===== src/rtl/mul_pkg.sv =====
// Shared definitions for the two-requester multiplier arbiter.
//   - default operand width and WAIT timeout
//   - wait-counter width (covers the full legal TIMEOUT range 2..255)
//   - FSM state enumeration
//   - helper to turn a requester index into a two-bit one-hot pulse vector
package mul_pkg;

   localparam int unsigned DW_DEF      = 16;
   localparam int unsigned TIMEOUT_DEF = 64;
   localparam int unsigned CNT_W       = 8;

   typedef enum logic [2:0] {
      IDLE   = 3'd0,
      LOAD_A = 3'd1,
      LOAD_B = 3'd2,
      WAIT   = 3'd3,
      RESP   = 3'd4
   } state_e;

   // Requester index -> per-requester pulse vector {req1, req0}
   function automatic logic [1:0] onehot2(input logic idx);
      return idx ? 2'b10 : 2'b01;
   endfunction

endpackage


===== src/rtl/rr_arb2.sv =====
// Two-way round-robin arbiter.
//   clk, rst  : clock, synchronous active-high reset
//   req[1:0]  : request vector
//   advance   : commit the current grant as the new "last granted"
//   grant[1:0]: one-hot grant (combinational), zero when nothing is requested
// A lone request is granted directly; on a tie the requester that was not
// granted last time wins. After reset requester 1 counts as last granted.
module rr_arb2 (
   input  logic       clk,
   input  logic       rst,
   input  logic [1:0] req,
   input  logic       advance,
   output logic [1:0] grant
);

   logic last_q;
   logic last_d;

   // Grant selection
   always_comb begin
      grant = 2'b00;
      unique case (req)
         2'b01:   grant = 2'b01;
         2'b10:   grant = 2'b10;
         2'b11:   grant = last_q ? 2'b01 : 2'b10;
         default: grant = 2'b00;
      endcase
   end

   // Pointer update only when a grant is actually taken
   always_comb begin
      last_d = last_q;
      if (advance && (grant != 2'b00)) begin
         last_d = grant[1];
      end
   end

   always_ff @(posedge clk) begin
      if (rst) begin
         last_q <= 1'b1;
      end else begin
         last_q <= last_d;
      end
   end

endmodule


===== src/rtl/mul_arbiter.sv =====
// Arbitrates two requesters onto one shared sequential multiplier.
// A granted request's operands are captured, streamed to the multiplier as
// A then B under mul_start, and the result is returned with a done pulse, or
// the request is aborted with an err pulse if the multiplier does not finish
// within TIMEOUT WAIT cycles.
//   clk, rst          : clock, synchronous active-high reset
//   req_N, a_N, b_N   : requester N request and operands (N = 0, 1)
//   done_N, err_N     : one-cycle completion / timeout pulses for requester N
//   product           : result of the last completed operation
//   busy              : high whenever the FSM is not in IDLE
//   mul_start/mul_data: operand stream to the multiplier
//   mul_done/mul_product: multiplier completion and result
// All outputs are registered and aligned with the state they belong to.
module mul_arbiter
   import mul_pkg::*;
#(
   parameter int unsigned DW      = DW_DEF,
   parameter int unsigned TIMEOUT = TIMEOUT_DEF
) (
   input  logic            clk,
   input  logic            rst,
   input  logic            req_0,
   input  logic            req_1,
   input  logic [DW-1:0]   a_0,
   input  logic [DW-1:0]   b_0,
   input  logic [DW-1:0]   a_1,
   input  logic [DW-1:0]   b_1,
   output logic            done_0,
   output logic            done_1,
   output logic            err_0,
   output logic            err_1,
   output logic [2*DW-1:0] product,
   output logic            busy,
   output logic            mul_start,
   output logic [DW-1:0]   mul_data,
   input  logic            mul_done,
   input  logic [2*DW-1:0] mul_product
);

   localparam int unsigned PW = 2 * DW;
   localparam logic [CNT_W-1:0] CNT_LAST = CNT_W'(TIMEOUT - 1);

   state_e          state_q,     state_d;
   logic            gnt_q,       gnt_d;
   logic [DW-1:0]   a_q,         a_d;
   logic [DW-1:0]   b_q,         b_d;
   logic [CNT_W-1:0] cnt_q,      cnt_d;
   logic [PW-1:0]   product_q,   product_d;
   logic [1:0]      done_q,      done_d;
   logic [1:0]      err_q,       err_d;
   logic            busy_q,      busy_d;
   logic            mul_start_q, mul_start_d;
   logic [DW-1:0]   mul_data_q,  mul_data_d;

   logic [1:0]      grant;
   logic            advance;

   // Arbitration is only consulted, and its pointer only moves, in IDLE
   assign advance = (state_q == IDLE) && (req_0 || req_1);

   rr_arb2 u_rr_arb2 (
      .clk     (clk),
      .rst     (rst),
      .req     ({req_1, req_0}),
      .advance (advance),
      .grant   (grant)
   );

   // Next state and next registered outputs
   always_comb begin
      state_d     = state_q;
      gnt_d       = gnt_q;
      a_d         = a_q;
      b_d         = b_q;
      cnt_d       = '0;
      product_d   = product_q;
      done_d      = 2'b00;
      err_d       = 2'b00;
      busy_d      = 1'b0;
      mul_start_d = 1'b0;
      mul_data_d  = '0;

      unique case (state_q)
         IDLE: begin
            unique case (grant)
               2'b01: begin
                  gnt_d   = 1'b0;
                  a_d     = a_0;
                  b_d     = b_0;
                  state_d = LOAD_A;
               end
               2'b10: begin
                  gnt_d   = 1'b1;
                  a_d     = a_1;
                  b_d     = b_1;
                  state_d = LOAD_A;
               end
               default: state_d = IDLE;
            endcase
         end
         LOAD_A: state_d = LOAD_B;
         LOAD_B: state_d = WAIT;
         WAIT: begin
            // Completion is tested first so it wins over a coincident timeout
            if (mul_done) begin
               product_d = mul_product;
               state_d   = RESP;
            end else if (cnt_q == CNT_LAST) begin
               err_d   = onehot2(gnt_q);
               state_d = IDLE;
            end else begin
               cnt_d = cnt_q + CNT_W'(1);
            end
         end
         RESP:    state_d = IDLE;
         default: state_d = IDLE;
      endcase

      // Outputs registered from the state being entered so they line up with it
      busy_d      = (state_d != IDLE);
      mul_start_d = (state_d == LOAD_A) || (state_d == LOAD_B);
      if (state_d == LOAD_A) begin
         mul_data_d = a_d;
      end else if (state_d == LOAD_B) begin
         mul_data_d = b_d;
      end
      if (state_d == RESP) begin
         done_d = onehot2(gnt_d);
      end
   end

   // State register
   always_ff @(posedge clk) begin
      if (rst) begin
         state_q <= IDLE;
      end else begin
         state_q <= state_d;
      end
   end

   // Datapath and output registers
   always_ff @(posedge clk) begin
      if (rst) begin
         gnt_q       <= 1'b0;
         a_q         <= '0;
         b_q         <= '0;
         cnt_q       <= '0;
         product_q   <= '0;
         done_q      <= 2'b00;
         err_q       <= 2'b00;
         busy_q      <= 1'b0;
         mul_start_q <= 1'b0;
         mul_data_q  <= '0;
      end else begin
         gnt_q       <= gnt_d;
         a_q         <= a_d;
         b_q         <= b_d;
         cnt_q       <= cnt_d;
         product_q   <= product_d;
         done_q      <= done_d;
         err_q       <= err_d;
         busy_q      <= busy_d;
         mul_start_q <= mul_start_d;
         mul_data_q  <= mul_data_d;
      end
   end

   assign done_0    = done_q[0];
   assign done_1    = done_q[1];
   assign err_0     = err_q[0];
   assign err_1     = err_q[1];
   assign product   = product_q;
   assign busy      = busy_q;
   assign mul_start = mul_start_q;
   assign mul_data  = mul_data_q;

endmodule


===== config.mk =====
export PLATFORM = sky130hd
export DESIGN_NAME = mul_arbiter
export DESIGN_NICKNAME = d
export VERILOG_FILES = /design/src/rtl/mul_pkg.sv /design/src/rtl/rr_arb2.sv /design/src/rtl/mul_arbiter.sv
export SDC_FILE = /design/constraint.sdc
export NUM_CORES = 1
export LEC_CHECK = 0
export CAP_MARGIN = 30
export CORE_MARGIN = 10
export CORE_UTILIZATION = 60
export DETAILED_ROUTE_END_ITERATION = 10
export DONT_BUFFER_PORTS = 1
export PLACE_DENSITY_LB_ADDON = 0.15
export SYNTH_ARGS = -nofsm -noshare
export SYNTH_HDL_FRONTEND = slang
export SYNTH_SLANG_ARGS = --single-unit

===== constraint.sdc =====
create_clock -name clk -period 2 [get_ports clk]
set_input_delay 0.4 -clock clk [delete_from_list [all_inputs] [get_ports clk]]
set_output_delay 0.4 -clock clk [all_outputs]
set_load 0.01 [all_outputs]

# --- Word-level counts from Yosys, hierarchy flattened ---
# Index checks and enable logic that the tools add are counted.
totals:
  out_inout_bits: 54
  regBits: 99
  in_bits: 101
  word_cells: 56
op_classes:
  add_sub_neg: 1
  bitwise_logic: 3
  muxes: 16
  n_eq_ne: 12
  n_reduce_logical: 12
op_table:
  columns: ["operator", "n"]
  rows:
  - ["two-way mux 16 bit", 4]
  - ["case mux 16 bit (2 select lines)", 2]
  - ["case mux 3 bit (4 select lines)", 1]
  - ["== test 3 x 2 -> 1 bit, second input constant", 3]
  - ["adder 8 x 1 -> 8 bit, second input constant", 1]
  - ["== test 8 x 6 -> 1 bit, second input constant", 1]
  - ["OR reduction 4 bit", 2]
  - ["== test 2 bit, second input constant", 3]
  - ["== test 3 x 1 -> 1 bit, second input constant", 2]
  - ["two-way mux 2 bit", 3]
  - ["two-way mux 3 bit", 2]
  - ["case mux 2 bit (3 select lines)", 1]
  - ["== test 2 x 1 -> 1 bit, second input constant", 2]
  - ["OR reduction 2 bit", 2]
  - ["== test 3 bit, second input constant", 1]
  - ["logical NOT 3 bit", 1]
  - ["inverter 1 bit", 3]
  - ["nonzero test 3 bit", 1]
  - ["logical AND 1 bit", 2]
  - ["logical OR 1 bit", 2]
  - ["two-way mux 1 bit", 2]
  - ["case mux 1 bit (2 select lines)", 1]
  - ["AND reduction 2 bit", 1]
  - ["nonzero test 2 bit", 1]

# --- Longest topological paths before layout ---
logic_depth:
  ltp_word: 9
  mapped_depth: 9
  depth_no_buf: 7

# --- By module ---
# Synthesis repeated with hierarchy kept, for this count alone.
unflattened:
  cells_unflattened: 377
  hier_area_um2: 3363.2
modules_own_cells:
  columns: ["module", "instances", "cells_per_inst", "seq_area_each_um2", "area_per_inst_um2"]
  rows:
  - ["mul_arbiter", 1, 370, 1641.6, 3301.9]
  - ["rr_arb2", 1, 7, 20.0, 61.3]

# --- Least setup slack after synthesis ---
# No wires, ideal clock.
synth_path:
  path_kind: "input to register"
  start: "input req_0"
  end: "register mul_data_q[10], in the netlist mul_data[10]"
  stages: 9
  setup_time_ps: 117
  arrival_ps: 1604
  n_path_buf: 2
  required_ps: 1883
  setup_slack_ps: 279
  cell_sequence: "nand2_1 -> nand2_1 -> inv_1 -> ha_1 -> clkbuf_1 -> clkbuf_1 -> a22oi_1 -> o22ai_2 -> a22o_1"
synth_via:
  elab_chain_len: 9
  elab_cells_between_ends: 17
  cone_classes: "7 x eq/ne; 9 x mux; 1 x reduce/logical"
synth_rtl:
  columns: ["item", "line", "text"]
  rows:
  - ["from (decl)", "mul_arbiter.sv:22", "input logic req_0,"]
  - ["== test 2 bit / == test 2 x 1 -> 1 bit (equally long branches)", "rr_arb2.sv:22", "unique case (req)"]
  - ["case mux 2 bit (3 select lines) *", "rr_arb2.sv:22", null]
  - ["named net grant[1]", "mul_arbiter.sv:55", "logic [1:0] grant;"]
  - ["== test 2 bit / == test 2 x 1 -> 1 bit (equally long branches)", "mul_arbiter.sv:85", "unique case (grant)"]
  - ["OR reduction 2 bit (no source line)", null, null]
  - ["two-way mux 1 bit", "mul_arbiter.sv:85", null]
  - ["case mux 3 bit (4 select lines)", "mul_arbiter.sv:83", "unique case (state_q)"]
  - ["== test 3 x 2 -> 1 bit", "mul_arbiter.sv:124", "end else if (state_d == LOAD_B) begin"]
  - ["two-way mux 16 bit", "mul_arbiter.sv:124", null]
  - ["two-way mux 16 bit *", "mul_arbiter.sv:122", "if (state_d == LOAD_A) begin"]
  - ["to (signal assigned)", "mul_arbiter.sv:164", "mul_data_q <= mul_data_d;"]
  - ["to (decl)", "mul_arbiter.sv:53", "logic [DW-1:0] mul_data_q, mul_data_d;"]
# Mark *: on every way through the listed nets, which the timed path passes. The rest lies on a longest branch.
# A chain may end at the register's enable or synchronous reset.

# --- Worst setup path after layout ---
layout_path:
  start: "register u_rr_arb2.last_q"
  end: "register done_q[0]"
layout_via:
  elab_chain_len: 9
  elab_cells_between_ends: 13
  cone_classes: "3 x eq/ne; 7 x mux; 1 x bitwise; 2 x reduce/logical"
layout_rtl:
  columns: ["item", "line", "text"]
  rows:
  - ["from (decl)", "rr_arb2.sv:16", "logic last_q;"]
  - ["from (signal assigned)", "rr_arb2.sv:42", "last_q <= last_d;"]
  - ["two-way mux 2 bit *", "rr_arb2.sv:25", "2'b11: grant = last_q ? 2'b01 : 2'b10;"]
  - ["case mux 2 bit (3 select lines) *", "rr_arb2.sv:22", null]
  - ["== test 2 bit / == test 2 x 1 -> 1 bit (equally long branches)", "mul_arbiter.sv:85", null]
  - ["OR reduction 2 bit (no source line)", null, null]
  - ["two-way mux 1 bit", "mul_arbiter.sv:85", null]
  - ["case mux 3 bit (4 select lines)", "mul_arbiter.sv:83", null]
  - ["== test 3 bit", "mul_arbiter.sv:127", "if (state_d == RESP) begin"]
  - ["inverter 1 bit (no source line)", null, null]
  - ["OR reduction 2 bit (no source line)", null, null]
  - ["to (signal assigned)", "mul_arbiter.sv:160", "done_q <= done_d;"]
  - ["to (decl)", "mul_arbiter.sv:49", "logic [1:0] done_q, done_d;"]
# Every way passes the cells marked *; elsewhere a longest branch is shown, timed or not.

==> results.md <==
* Outcome: finished, final reports clean
* Cells after Synth at approximately 380
* Remaining DRCs at 0
* Drt wl/cell at ~20 microns
* Pin count of the biggest net entering global routing at around 70
* TritonCTS Sinks at between 80 and 90
* Maximum clock rate at 533 MHz
* Number of inserted diodes at 0
* Row count at 27
* Seq/Total Area, Yosys at 0.484
* Initial core utilization at 0.619
* Slew headroom at 0.695
* Dominant synthesized flop cell: dfxtp_1
* Area grow syn2layout at 9.37%
* Actual slew at the worst max-slew pin at approximately 460 ps
* CTS Buf Count at 9
* Total gr overflow at 0
* Clock-pin slew on the worst setup and hold paths at 80 ps
* R2R cell count at 8
* Worst skew pair latency at roughly 340 ps
* Final WS setup at about 130 ps
* Fillers at 468
* Iter 0 DRT Violations at slightly below 90
* Final hold violations at 0
* Crit path DAT at around 2200 ps
* Avg Vias per Cell at about 6.2
* Hold path depth at 1
* Max Buffers Root-to-Sink at 2
* Final nets at 469
* Period minus WS final at ~1900 ps
* H-tree depth at 3
* Final period util at 0.937
* Routed vias at roughly 2700
* GRT Resource Usage Total at 0.181
* FF-to-FF End: done_q[0]$_SDFF_PP0_
* RSZ-0062 raised after global routing: no
* Syn_area_per_cell at about 9.1 sq um
* Vias in the first global route at around 2600
* HPWL after detailed placement at around 6.3 mm
* R2R Path Start: u_rr_arb2.last_q$_SDFFE_PP1P_
* Max_cap viols at 0
* CP Capture Type: flip-flop
* Fraction of registers with async set/reset at 0
* Post-CTS Hold Fix Bufs at 0
* Startpoint types: flip-flop
* Synthesized Nets at roughly 480
* Die Y at about 96 microns
* ANT nets after route at 0
* Post-DP Area at about 3400 sq um
* Placed insts at 422
* Post-synthesis cell type count at 40
* # IOs at 155
* Core Region at around 5500 sq um
* Root buffer cell: clkbuf_8
* Cell Area, Synth at around 3400 sq um
* PortBufs at 0
* Slew Limit Fails at 0
* Worst vdd ir at between 0.0005 and 0.0006 V
* FF-to-FF setup slack at approximately 130 ps
* Synth area leader: dfxtp_1
* Non-filler cells in the finished layout at roughly 440
* Share of layout cells above drive strength 1 at 0.119
* Yosys Warn Count at 0
* Setup TNS at 0 ps
* Initial DRT Pass Iterations at 4
* CP Data Required Time at between 2000 and 2500 ps
* Clock skew at around 8.2 ps
* Routed Wire Length at ~9 mm
* Worst-path maximum fanout at 4
* Hold_sp: rst
* Setup Viol. Count Final at 0
* Flop and latch count out of synthesis at between 80 and 90
* Antenna violations before repair at 0
* Die area at slightly above 9000 sq um
* Hold-critical path endpoint: product[16]$_SDFFE_PP0P_
* Number of synthesized flops with an enable pin at 0
* Gpl congestion at slightly above 0.8
* Final core occ at 0.677
* Worst min path class: primary input to flip-flop
* Die X at between 90 and 100 microns
* Leakage at roughly 1.3 nW
* Tot Pwr at approximately 3.9 mW
* P per Cell Area at 1050 nW/um^2
* Post-Place Setup Slack at 125 ps
* Share of Yosys cell area claimed by the top area cell type at 0.484
* Fin area at 3750 sq um
* TritonCTS clock tree: yes
* Worst hold slack at between 100 and 150 ps
* Top cells by area, synth: dfxtp_1 48%, nand2_1 7.8%, a22oi_1 7.0%, a21oi_1 5.4%, a22o_1 4.1%
* First-pass GRT wire length at 13.1 mm
* Setup CP Type: flip-flop to flip-flop
synth_stat cells, types with 4 or more instances:
master / instances
buf_2: 11
ha_1: 4
clkbuf_1: 16
a22oi_1: 32
inv_1: 6
dfxtp_1: 83
a22o_1: 16
o21ai_0: 5
o22ai_2: 10
a211oi_1: 16
nand2_1: 71
buf_4: 5
a21oi_1: 37
nor2_1: 23
o22ai_1: 6
logic make-up after synthesis:
family,share of synthesized area
AOI/OAI and AO/OA,0.270
xor gates and xnor gates,0.00766
adders and majority gates,0.0146
buffers and inverters,0.0631
DFF,0.484
muxes,0.00292
and+or+nand+nor,0.158
sequential cells by signal (all words and copies together), names as in the netlist:
register / count
cnt_q: 8
mul_start: 1
state_q: 3
err_q: 2
mul_data: 16
busy: 1
u_rr_arb2.last_q: 1
done_q: 2
product: 32
gnt_q: 1
b_q: 16
final cells by class:
cell class | instances | area [sq um] | area share
repair buffers | 11 | 125 | 0.0333
multi-input cells | 253 | 1580 | 0.421
flip-flops and latches | 83 | 1660 | 0.443
well taps | 72 | 90.1 | 0.0240
clock inverters | 6 | 136 | 0.0363
clock buffers | 10 | 138 | 0.0367
inverters | 6 | 22.5 | 0.00600
where the power goes:
part | leakage, nW | total, mW | internal [mW] | switching [mW]
Sequential | 0.674 | 1.87 | 1.77 | 0.0989
Clock | 0.133 | 1.58 | 0.992 | 0.584
Combinational | 0.476 | 0.500 | 0.230 | 0.270
Total | 1.28 | 3.94 | 2.99 | 0.953
worst max path at each step:
| stage | from | endpoint | slack (ps) | cells past startpoint |
|---|---|---|---|---|
| 2_1_floorplan | req_0 | mul_data[10]$_SDFF_PP0_ | 280 | 9 |
| 3_3_place_gp | req_0 | b_q[11]$_SDFF_PP0_ | 250 | 7 |
| 3_5_place_dp | req_1 | b_q[10]$_SDFF_PP0_ | 130 | 7 |
| 4_1_cts | u_rr_arb2.last_q$_SDFFE_PP1P_ | b_q[10]$_SDFF_PP0_ | 110 | 8 |
| 5_1_grt | u_rr_arb2.last_q$_SDFFE_PP1P_ | done_q[0]$_SDFF_PP0_ | 0.6 | 8 |
| 6_report | u_rr_arb2.last_q$_SDFFE_PP1P_ | done_q[0]$_SDFF_PP0_ | 130 | 8 |
worst max-delay path: stages (launching register included):
cell and delay, ps:
dfxtp_1 330, inv_1 60, nand2_1 70, nand2_1 80
ha_1 340, nor4b_4 330, buf_4 190, mux2i_2 260
nor2b_1 150
layer usage:
layer	share of wire	GRT usage	wire, microns
met1	0.38	0.205	3370
met2	0.49	0.284	4370
met3	0.11	0.0864	977
met4	0.014	0.0823	120
met5	0	0	0
placed cells by master (no fill, tap or decap), types with 2 or more instances in the layout:
cell type | Yosys | layout
dfxtp_1 | 83 | 83
nand2_1 | 71 | 71
a21oi_1 | 37 | 37
a22oi_1 | 32 | 32
nor2_1 | 23 | 23
a22o_1 | 16 | 16
a211oi_1 | 16 | 15
o22ai_2 | 10 | 10
clkbuf_8 | 0 | 10
buf_4 | 5 | 8
inv_1 | 6 | 6
o22ai_1 | 6 | 6
o21ai_0 | 5 | 5
ha_1 | 4 | 4
bufinv_16 | 0 | 4
or4_1 | 3 | 3
nor3b_1 | 3 | 3
nor4b_4 | 0 | 2
nor2b_1 | 2 | 2
nand3_1 | 2 | 2
o31ai_1 | 2 | 2
a211oi_2 | 1 | 2
xnor2_1 | 2 | 2
nor3_1 | 2 | 2
buf_12 | 0 | 2
repair_timing:
item / in CTS / in global routing
buffers inserted: 0 / 2
gates resized for setup: 0 / 2
setup endpoints to repair: 0 / 13
(Power assumes the default switching activity.)
